## src/rtl/multicycle_controller.sv

```systemverilog
// Multicycle RISC-V style control FSM: sequences fetch/decode/execute/writeback
// steps, raises a sticky illegal flag on unsupported opcodes, counts retirements.
module multicycle_controller #(
  parameter int CNT_W = 32
) (
  input  logic             clk,
  input  logic             reset,
  input  logic [6:0]       opcode,
  input  logic             zero,
  input  logic             mem_ready,
  output logic             pc_write,
  output logic             adr_src,
  output logic             mem_read,
  output logic             mem_write,
  output logic             ir_write,
  output logic             reg_write,
  output logic [1:0]       result_src,
  output logic [1:0]       alu_src_a,
  output logic [1:0]       alu_src_b,
  output logic [1:0]       alu_op,
  output logic [1:0]       imm_src,
  output logic             illegal,
  output logic [3:0]       state,
  output logic [CNT_W-1:0] retired
);

  typedef enum logic [3:0] {
    S_FETCH    = 4'd0,
    S_DECODE   = 4'd1,
    S_MEMADR   = 4'd2,
    S_MEMREAD  = 4'd3,
    S_MEMWB    = 4'd4,
    S_MEMWRITE = 4'd5,
    S_EXECR    = 4'd6,
    S_ALUWB    = 4'd7,
    S_EXECI    = 4'd8,
    S_JAL      = 4'd9,
    S_BEQ      = 4'd10,
    S_TRAP     = 4'd11
  } state_t;

  localparam logic [6:0] OP_LW   = 7'b0000011;
  localparam logic [6:0] OP_SW   = 7'b0100011;
  localparam logic [6:0] OP_R    = 7'b0110011;
  localparam logic [6:0] OP_I    = 7'b0010011;
  localparam logic [6:0] OP_JAL  = 7'b1101111;
  localparam logic [6:0] OP_BEQ  = 7'b1100011;

  state_t cur_state;
  state_t next_state;
  logic   retire;

  always_ff @(posedge clk or negedge reset) begin
    if (!reset) cur_state <= S_FETCH;
    else        cur_state <= next_state;
  end

  always_comb begin
    next_state = cur_state;
    case (cur_state)
      S_FETCH:    if (mem_ready) next_state = S_DECODE;
      S_DECODE: begin
        case (opcode)
          OP_LW, OP_SW: next_state = S_MEMADR;
          OP_R:         next_state = S_EXECR;
          OP_I:         next_state = S_EXECI;
          OP_JAL:       next_state = S_JAL;
          OP_BEQ:       next_state = S_BEQ;
          default:      next_state = S_TRAP;
        endcase
      end
      S_MEMADR:   next_state = (opcode == OP_SW) ? S_MEMWRITE : S_MEMREAD;
      S_MEMREAD:  if (mem_ready) next_state = S_MEMWB;
      S_MEMWB:    next_state = S_FETCH;
      S_MEMWRITE: if (mem_ready) next_state = S_FETCH;
      S_EXECR:    next_state = S_ALUWB;
      S_EXECI:    next_state = S_ALUWB;
      S_ALUWB:    next_state = S_FETCH;
      S_JAL:      next_state = S_ALUWB;
      S_BEQ:      next_state = S_FETCH;
      S_TRAP:     next_state = S_TRAP;
      default:    next_state = S_FETCH;
    endcase
  end

  always_comb begin
    pc_write   = 1'b0;
    adr_src    = 1'b0;
    mem_read   = 1'b0;
    mem_write  = 1'b0;
    ir_write   = 1'b0;
    reg_write  = 1'b0;
    result_src = 2'b00;
    alu_src_a  = 2'b00;
    alu_src_b  = 2'b00;
    alu_op     = 2'b00;
    case (cur_state)
      S_FETCH: begin
        mem_read   = 1'b1;
        alu_src_b  = 2'b10;
        result_src = 2'b10;
        ir_write   = mem_ready;
        pc_write   = mem_ready;
      end
      S_DECODE: begin
        alu_src_a = 2'b01;
        alu_src_b = 2'b01;
      end
      S_MEMADR: begin
        alu_src_a = 2'b10;
        alu_src_b = 2'b01;
      end
      S_MEMREAD: begin
        mem_read = 1'b1;
        adr_src  = 1'b1;
      end
      S_MEMWB: begin
        result_src = 2'b01;
        reg_write  = 1'b1;
      end
      S_MEMWRITE: begin
        mem_write = 1'b1;
        adr_src   = 1'b1;
      end
      S_EXECR: begin
        alu_src_a = 2'b10;
        alu_op    = 2'b10;
      end
      S_EXECI: begin
        alu_src_a = 2'b10;
        alu_src_b = 2'b01;
        alu_op    = 2'b10;
      end
      S_ALUWB:  reg_write = 1'b1;
      S_JAL: begin
        alu_src_a = 2'b01;
        alu_src_b = 2'b10;
        pc_write  = 1'b1;
      end
      S_BEQ: begin
        alu_src_a = 2'b10;
        alu_op    = 2'b01;
        pc_write  = zero;
      end
      default: ;
    endcase
    // Reset kills every strobe at once so an in-flight access cannot write.
    if (!reset) begin
      pc_write   = 1'b0;
      adr_src    = 1'b0;
      mem_read   = 1'b0;
      mem_write  = 1'b0;
      ir_write   = 1'b0;
      reg_write  = 1'b0;
      result_src = 2'b10;
      alu_src_a  = 2'b00;
      alu_src_b  = 2'b10;
      alu_op     = 2'b00;
    end
  end

  always_comb begin
    case (opcode)
      OP_SW:   imm_src = 2'b01;
      OP_BEQ:  imm_src = 2'b10;
      OP_JAL:  imm_src = 2'b11;
      default: imm_src = 2'b00;
    endcase
  end

  // Every non-FETCH state that falls back to FETCH ends exactly one instruction.
  assign retire = (next_state == S_FETCH) && (cur_state != S_FETCH);

  always_ff @(posedge clk or negedge reset) begin
    if (!reset) begin
      illegal <= 1'b0;
      retired <= '0;
    end else begin
      if (next_state == S_TRAP) illegal <= 1'b1;
      if (retire) retired <= retired + CNT_W'(1);
    end
  end

  assign state = cur_state;

endmodule

```

## config.mk

```make
export PLATFORM = sky130hd
export DESIGN_NAME = multicycle_controller
export DESIGN_NICKNAME = d
export VERILOG_FILES = /design/src/rtl/multicycle_controller.sv
export SDC_FILE = /design/constraint.sdc
export NUM_CORES = 1
export LEC_CHECK = 0
export BUFFER_PORTS_ARGS = -buffer_cell sky130_fd_sc_hd__clkbuf_2
export CAP_MARGIN = 30
export CORE_ASPECT_RATIO = 2
export CORE_MARGIN = 1
export CORE_UTILIZATION = 45
export DETAILED_ROUTE_END_ITERATION = 10
export PLACE_DENSITY = 0.8
export SLEW_MARGIN = 20
export SYNTH_ARGS = -nofsm -noshare
export SYNTH_HDL_FRONTEND = slang
export SYNTH_SLANG_ARGS = --single-unit
export TNS_END_PERCENT = 100
```

## constraint.sdc

```tcl
create_clock -name clk -period 3 [get_ports clk]
set_clock_uncertainty 0.05 [all_clocks]
set_input_delay 0.15 -clock clk [delete_from_list [all_inputs] [get_ports clk]]
set_output_delay 0.15 -clock clk [all_outputs]
set_load 0.01 [all_outputs]
```

==> impl_results.md, run 1 <==
- Combinational Power Share: between 50% and 60%
- Die Y: a little over 100 um
- Worst skew pair latency: 0.28 ns
- Initial Util: a little under half
- DRC: 0
- Placer Congestion: roughly 0.85
- Peak VDD IR: 821 uV
- CP arrival: approximately 2.8 ns
- Filler cell count: roughly 470
- Clock transition at the registers of the reported paths: roughly 0.070 ns
- H-Tree Depth: 2
- Seq/Total Area, Yosys: approximately 40%
- Worst-margin pin slew: 0.724 ns
- Layout Nets: between 300 and 400
- Die width: 52.4 um
- CP max-delay cell: or3b_2
- WL/cell: around 15 um
- Synth cell types: between 40 and 50
- Detail Placement HPWL: about 4200 um
- Final worst-path setup slack: between 0.3 and 0.4 ns
- Syn nets: roughly 250
- Sum of negative setup slack: 0 ns
- Vias per inst: roughly 5.7
- F_max: 379 MHz
- Fin util: a little under three fifths
- Placeable Area: between 4000 and 5000 sq um
- Post-synthesis instance total: about 240
- Sw frac: 46.9%
- Commonest non-fill, non-tap cell in the layout: clkbuf_2
- Crit Path Category: flop to flop
- WL final: 5480 um
- Max incr delay on CP: around 0.5 ns
- Clk Tree Root Cell: clkbuf_8
- First-pass GRT wire length: 8680 um
- Max FO, Critical Path: 18
- Drt pass-1 iters: 4
- Cell area power density: roughly 740 nW/um^2
- # port buffers: 63
- Largest net degree at the start of global routing: 30
- Max capacitance violation total: 0
- CP Cell Sequence: or3b_2, a2111oi_0, a211o_1, o21bai_2, buf_4, nor3_1, xor2_1
- Worst min-delay path class: input pin to flop
- Routed via count: roughly 2100
- Most frequent cells in the layout: clkbuf_2 (63), dfrtp_1 (37), xor2_1 (31)
- Clk sinks: 37
- Status: complete, no violations
- Tcrit/Tclk final: between 80% and 90%
- Placed Cells: approximately 350
- Synthesized area: 2290 sq um
- Row count: 36
- Die Area: between 5000 and 6000 sq um
- Worst Path Required: 3.11 ns
- Flop pwr share: around 32%
- Grt ovf: 0
- Post-Layout Cell Count: around 360
- Crit. End Element: flop
- CP Launch Type: flop
- # setup viols final: 0
- Worst hold slack: approximately 0.26 ns
- IO Pins: 64
- Max Slew Vio Count: 0
- Post-route design area: about 2800 sq um
- Final Power: between 2 and 2.5 mW
- CTS buffer count: 5
- Final hold vios: 0
- DP Area: around 2700 sq um
- Initial antenna violation count: 0
- Remaining antenna violation count after routing: 0
- Int Power: between 1 and 1.5 mW
- P_sw: 0.951 mW
- Overall routing resource usage: between 20% and 30%
- Slew headroom: 51.6%
- Detailed Route Iter0 Violations: 28
- Ant. Diodes: 0
- Async set or reset register ratio after synthesis: between 90% and 100%
- Leak: about 1.4 nW
- CTS max path bufs: 2
- Ys Warns: 0
- RSZ-0062 raised after global routing: false
- Min Tclk post-route: 2.64 ns
- Post-synth EDFFs: 0
- Pre-CTS setup slack: ~0.4 ns
- Top FF cell, synth: dfrtp_1
- Synth Area per Inst: roughly 9.6 sq um
- Share of cells above drive strength 1: approximately a third
- Seq cells post-synth: 37
- Area Overhead vs Synth: 20.2%
- Clk pwr share: between 10% and 20%
- TritonCTS clock tree: done
- Vias in the first global route: 1867
==> power groups by stage <==
| stage | logic, mW | registers [mW] | clock network [mW] |
|---|---|---|---|
| finish | 1.04 | 0.656 | 0.333 |
| global route | 1.13 | 0.666 | 0.365 |
| CTS | 1.03 | 0.653 | 0.342 |
| detailed placement | 1.03 | 0.663 | 0 |
| global placement | 1.00 | 0.659 | 0 |
| floorplan | 0.813 | 0.647 | 0 |
==> final cells by class <==
class                           count  area (sq um)  share of cell area (%)
Multi-Input combinational cell    178          1240                    45.1
Sequential cell                    37           926                    33.6
Timing Repair Buffer               74           400                    14.5
Tap cell                           57          71.3                    2.59
Clock buffer                        5          68.8                    2.50
Inverter                            7          26.3                   0.955
Clock inverter                      3          17.5                   0.636
==> layer usage <==
layer	wire length (um)	track usage (%)
met1	2020	22.7
met2	3180	40.3
met3	153	2.95
met4	123	8.50
met5	0	0
==> state kept, by name, summed over array words and instances, names as in the netlist <==
register  cells
state         4
illegal       1
retired      32
==> cell families (layout without fill, tap and decap cells) <==
family | count (synthesis) | after routing | share of synthesized area [%]
xor gates and xnor gates | 33 | 33 | 12.6
DFF | 37 | 37 | 40.4
adders and majority gates | 1 | 1 | 0.546
muxes | 2 | 2 | 0.984
AOI/OAI and AO/OA | 27 | 27 | 9.45
and+or+nand+nor | 115 | 115 | 30.5
buffers and inverters | 24 | 89 | 5.46
==> synth_stat cells, types with 3 or more instances <==
master	instances	share of area [%]
nor4_2	6	3.3
buf_2	7	1.5
dfrtp_1	37	40
and3_1	6	1.6
buf_4	3	0.98
o31ai_1	3	0.98
nor4b_1	3	1.1
nor3_1	20	4.4
nand2b_1	3	0.82
nor2_1	9	1.5
o41ai_1	3	1.1
buf_1	3	0.49
a211oi_1	3	0.98
xor2_1	31	12
nor3b_1	3	0.98
nor2b_1	4	1.1
nand3_1	22	4.8
nand2_1	16	2.6
or3b_2	4	1.5
nor4_1	6	1.6
a21oi_1	6	1.3
inv_1	7	1.1
==> critical path, delay by kind of cell (launching register included) <==
kind	cells	cell delay (ns)
xor+xnor	1	0.16
buf+inv	1	0.36
flops	1	0.48
compound gates	3	0.83
simple gates	2	0.61
==> path summary, 6_finish.rpt <==
| path | start | to | slack (ns) | cells past startpoint |
|---|---|---|---|---|
| hold reg to reg | illegal$_DFFE_PN0N_ | illegal$_DFFE_PN0N_ | 0.44 | 1 |
| setup reg to reg | state[2]$_DFF_PN0_ | retired[11]$_DFFE_PN0P_ | 0.36 | 7 |
| min in group asynchronous | reset | retired[30]$_DFFE_PN0P_ | 0.28 | 2 |
| setup / recovery | state[2]$_DFF_PN0_ | retired[11]$_DFFE_PN0P_ | 0.36 | 7 |
| hold / removal | opcode[6] | state[1]$_DFF_PN0_ | 0.26 | 3 |
| max in group asynchronous | reset | retired[22]$_DFFE_PN0P_ | 1.91 | 3 |
==> timing repair <==
item                                    in CTS  in global routing
gates resized for setup                      0                  0
endpoints found under the hold margin        9                  0
endpoints found under the setup margin       0                  0
hold buffers                                 1                  0
setup buffers                                0                  0
No activity file was read; power rests on OpenSTA's default activity.
==> inputs of run 2 (changes only) <==
PLACE_DENSITY = 0.7   (was 0.8)
clock period = 3.1 ns   (was 3 ns; I/O delays follow)
==> run 2 against run 1 <==
  * Final area rose by 0.18%
  * Critical endpoint is now retired[22]$_DFFE_PN0P_
  * Utilization increased by 0.10 points
  * Clock power hardly changed
  * Maximum frequency rose by 4.0%
==> impl_results.md, run 2 (synthesized netlist as in run 1, its figures left out) <==
- CTS buffer count: 5
- CTS resizes: 0
- CP Cell Sequence: buf_4, nor4b_1, o21ai_0, o211ai_2, or2_1, buf_4, nor4_1, xor2_1
- RSZ-0062 raised after global routing: false
- Largest net degree at the start of global routing: 39
- Detail Placement HPWL: 4080 um
- Final hold vios: 0
- Crit Path Category: flop to flop
- Peak VDD IR: ~630 uV
- Worst Path Required: approximately 3.2 ns
- WL/cell: approximately 15 um
- F_max: 395 MHz
- Leak: about 1.4 nW
- Vias in the first global route: 1884
- Crit. End Element: flop
- Ant. Diodes: 0
- Hold Path Stages: 3
- Max incr delay on CP: about 0.47 ns
- Most frequent cells in the layout: clkbuf_2 (63), dfrtp_1 (37), xor2_1 (31)
- Max Slew Vio Count: 0
- CP Launch Type: flop
- # setup viols final: 0
- Multi-input logic area: 1240 sq um
- TritonCTS clock tree: done
- WL final: around 5500 um
- Initial antenna violation count: 0
- Remaining antenna violation count after routing: 0
- Worst-margin pin slew: slightly below 0.6 ns
- Overall routing resource usage: 21.5%
- Area Overhead vs Synth: 20.4%
- Max reg flops: 32
- Detailed Route Iter0 Violations: 38
- Row count: 36
- First-pass GRT wire length: roughly 8700 um
- Max capacitance violation total: 0
- CP most frequent cell: buf_4
- Placed Cells: between 300 and 400
- Die Y: 103 um
- Status: complete, no violations
- Worst skew pair latency: roughly 0.28 ns
- Cell area power density: 732 nW/um^2
- Clk Tree Root Cell: clkbuf_8
- Max FO, Critical Path: 22
- Sum of negative setup slack: 0 ns
- IO Pins: 64
- CP max-delay cell: nor4b_1
- Commonest non-fill, non-tap cell in the layout: clkbuf_2
- Die width: between 50 and 60 um
- Placeable Area: around 4900 sq um
- CP arrival: approximately 2.6 ns
- Worst min-delay path class: input pin to flop
- H-Tree Depth: 2
- Vias per inst: 5.67
- Drt pass-1 iters: 4
- Initial Util: between 40% and 50%
- Filler cell count: around 470
- # port buffers: 63
- DRC: 0
- Routed via count: around 2000
- Clock transition at the registers of the reported paths: about 0.07 ns
- Grt ovf: 0
- R2R depth: 8
- Post-Layout Cell Count: 359
- Setup Buffers After CTS: 0
- Share of cells above drive strength 1: between 30% and 40%
- CTS max path bufs: 2
- Register area: 926 sq um
- Clk sinks: 37
- Min Tclk post-route: 2.53 ns
- Tcrit/Tclk final: about four fifths
- Final Power: 2.02 mW
- Slew headroom: 60.3%
- Biggest register: retired
- Layout Nets: 314
- Die Area: approximately 5400 sq um
- Placer Congestion: 0.796
==> run 2: final cells by class <==
type	instances	share of cell area, %
clock buffers	7	3.13
inverters	7	0.953
multi-input cells	178	45.1
flip-flops and latches	37	33.6
well taps	57	2.59
repair buffers	73	14.7
==> run 2: worst max-delay path: cells and delay by family (launching register included) <==
| kind | cells | cell delay, ns |
|---|---|---|
| and+or+nand+nor | 3 | 0.87 |
| DFF | 1 | 0.37 |
| AOI/OAI and AO/OA | 2 | 0.48 |
| buffers and inverters | 2 | 0.47 |
| xor gates and xnor gates | 1 | 0.15 |
==> run 2: power breakdown <==
group | internal [mW] | switching [mW] | leakage (nW) | total [mW]
registers | 0.541 | 0.0524 | 0.487 | 0.594
clock network | 0.176 | 0.154 | 0.0443 | 0.330
logic | 0.381 | 0.712 | 0.864 | 1.09
==> run 2: layer usage <==
metal | up-vias | GRT usage, % | wire length, um
li1 | 982 | - | -
met1 | 984 | 23.5 | 2150
met2 | 61 | 39.1 | 3020
met3 | 10 | 3.39 | 204
met4 | 0 | 9.51 | 111
met5 | - | 0 | 0
==> run 2: per-stage QoR <==
stage / setup WS [ns] / area [sq um] / hold slack (ns) / util [%]
after CTS: 0.581 / 2760 / 0.254 / 56.7
after global routing: 0.369 / 2760 / 0.286 / 56.7
after floorplan: 0.813 / 2290 / -0.191 / -
after detailed placement: 0.559 / 2660 / 0.312 / 54.7
final: 0.565 / 2760 / 0.275 / 56.7
after global placement: 0.582 / 2660 / 0.324 / 54.7
==> run 2: path summary, 6_finish.rpt <==
path	from	endpoint	slack, ns
max reg2reg	state[1]$_DFF_PN0_	retired[22]$_DFFE_PN0P_	0.57
min in group asynchronous	reset	retired[27]$_DFFE_PN0P_	0.55
max in group asynchronous	reset	retired[14]$_DFFE_PN0P_	2.11
min	opcode[6]	state[1]$_DFF_PN0_	0.28
max	state[1]$_DFF_PN0_	retired[22]$_DFFE_PN0P_	0.57
min reg2reg	illegal$_DFFE_PN0N_	illegal$_DFFE_PN0N_	0.41
==> run 2: timing repair <==
action | CTS | global route
hold buffers | 1 | 0
endpoints found under the hold margin | 9 | 0
setup endpoints to repair | 0 | 0
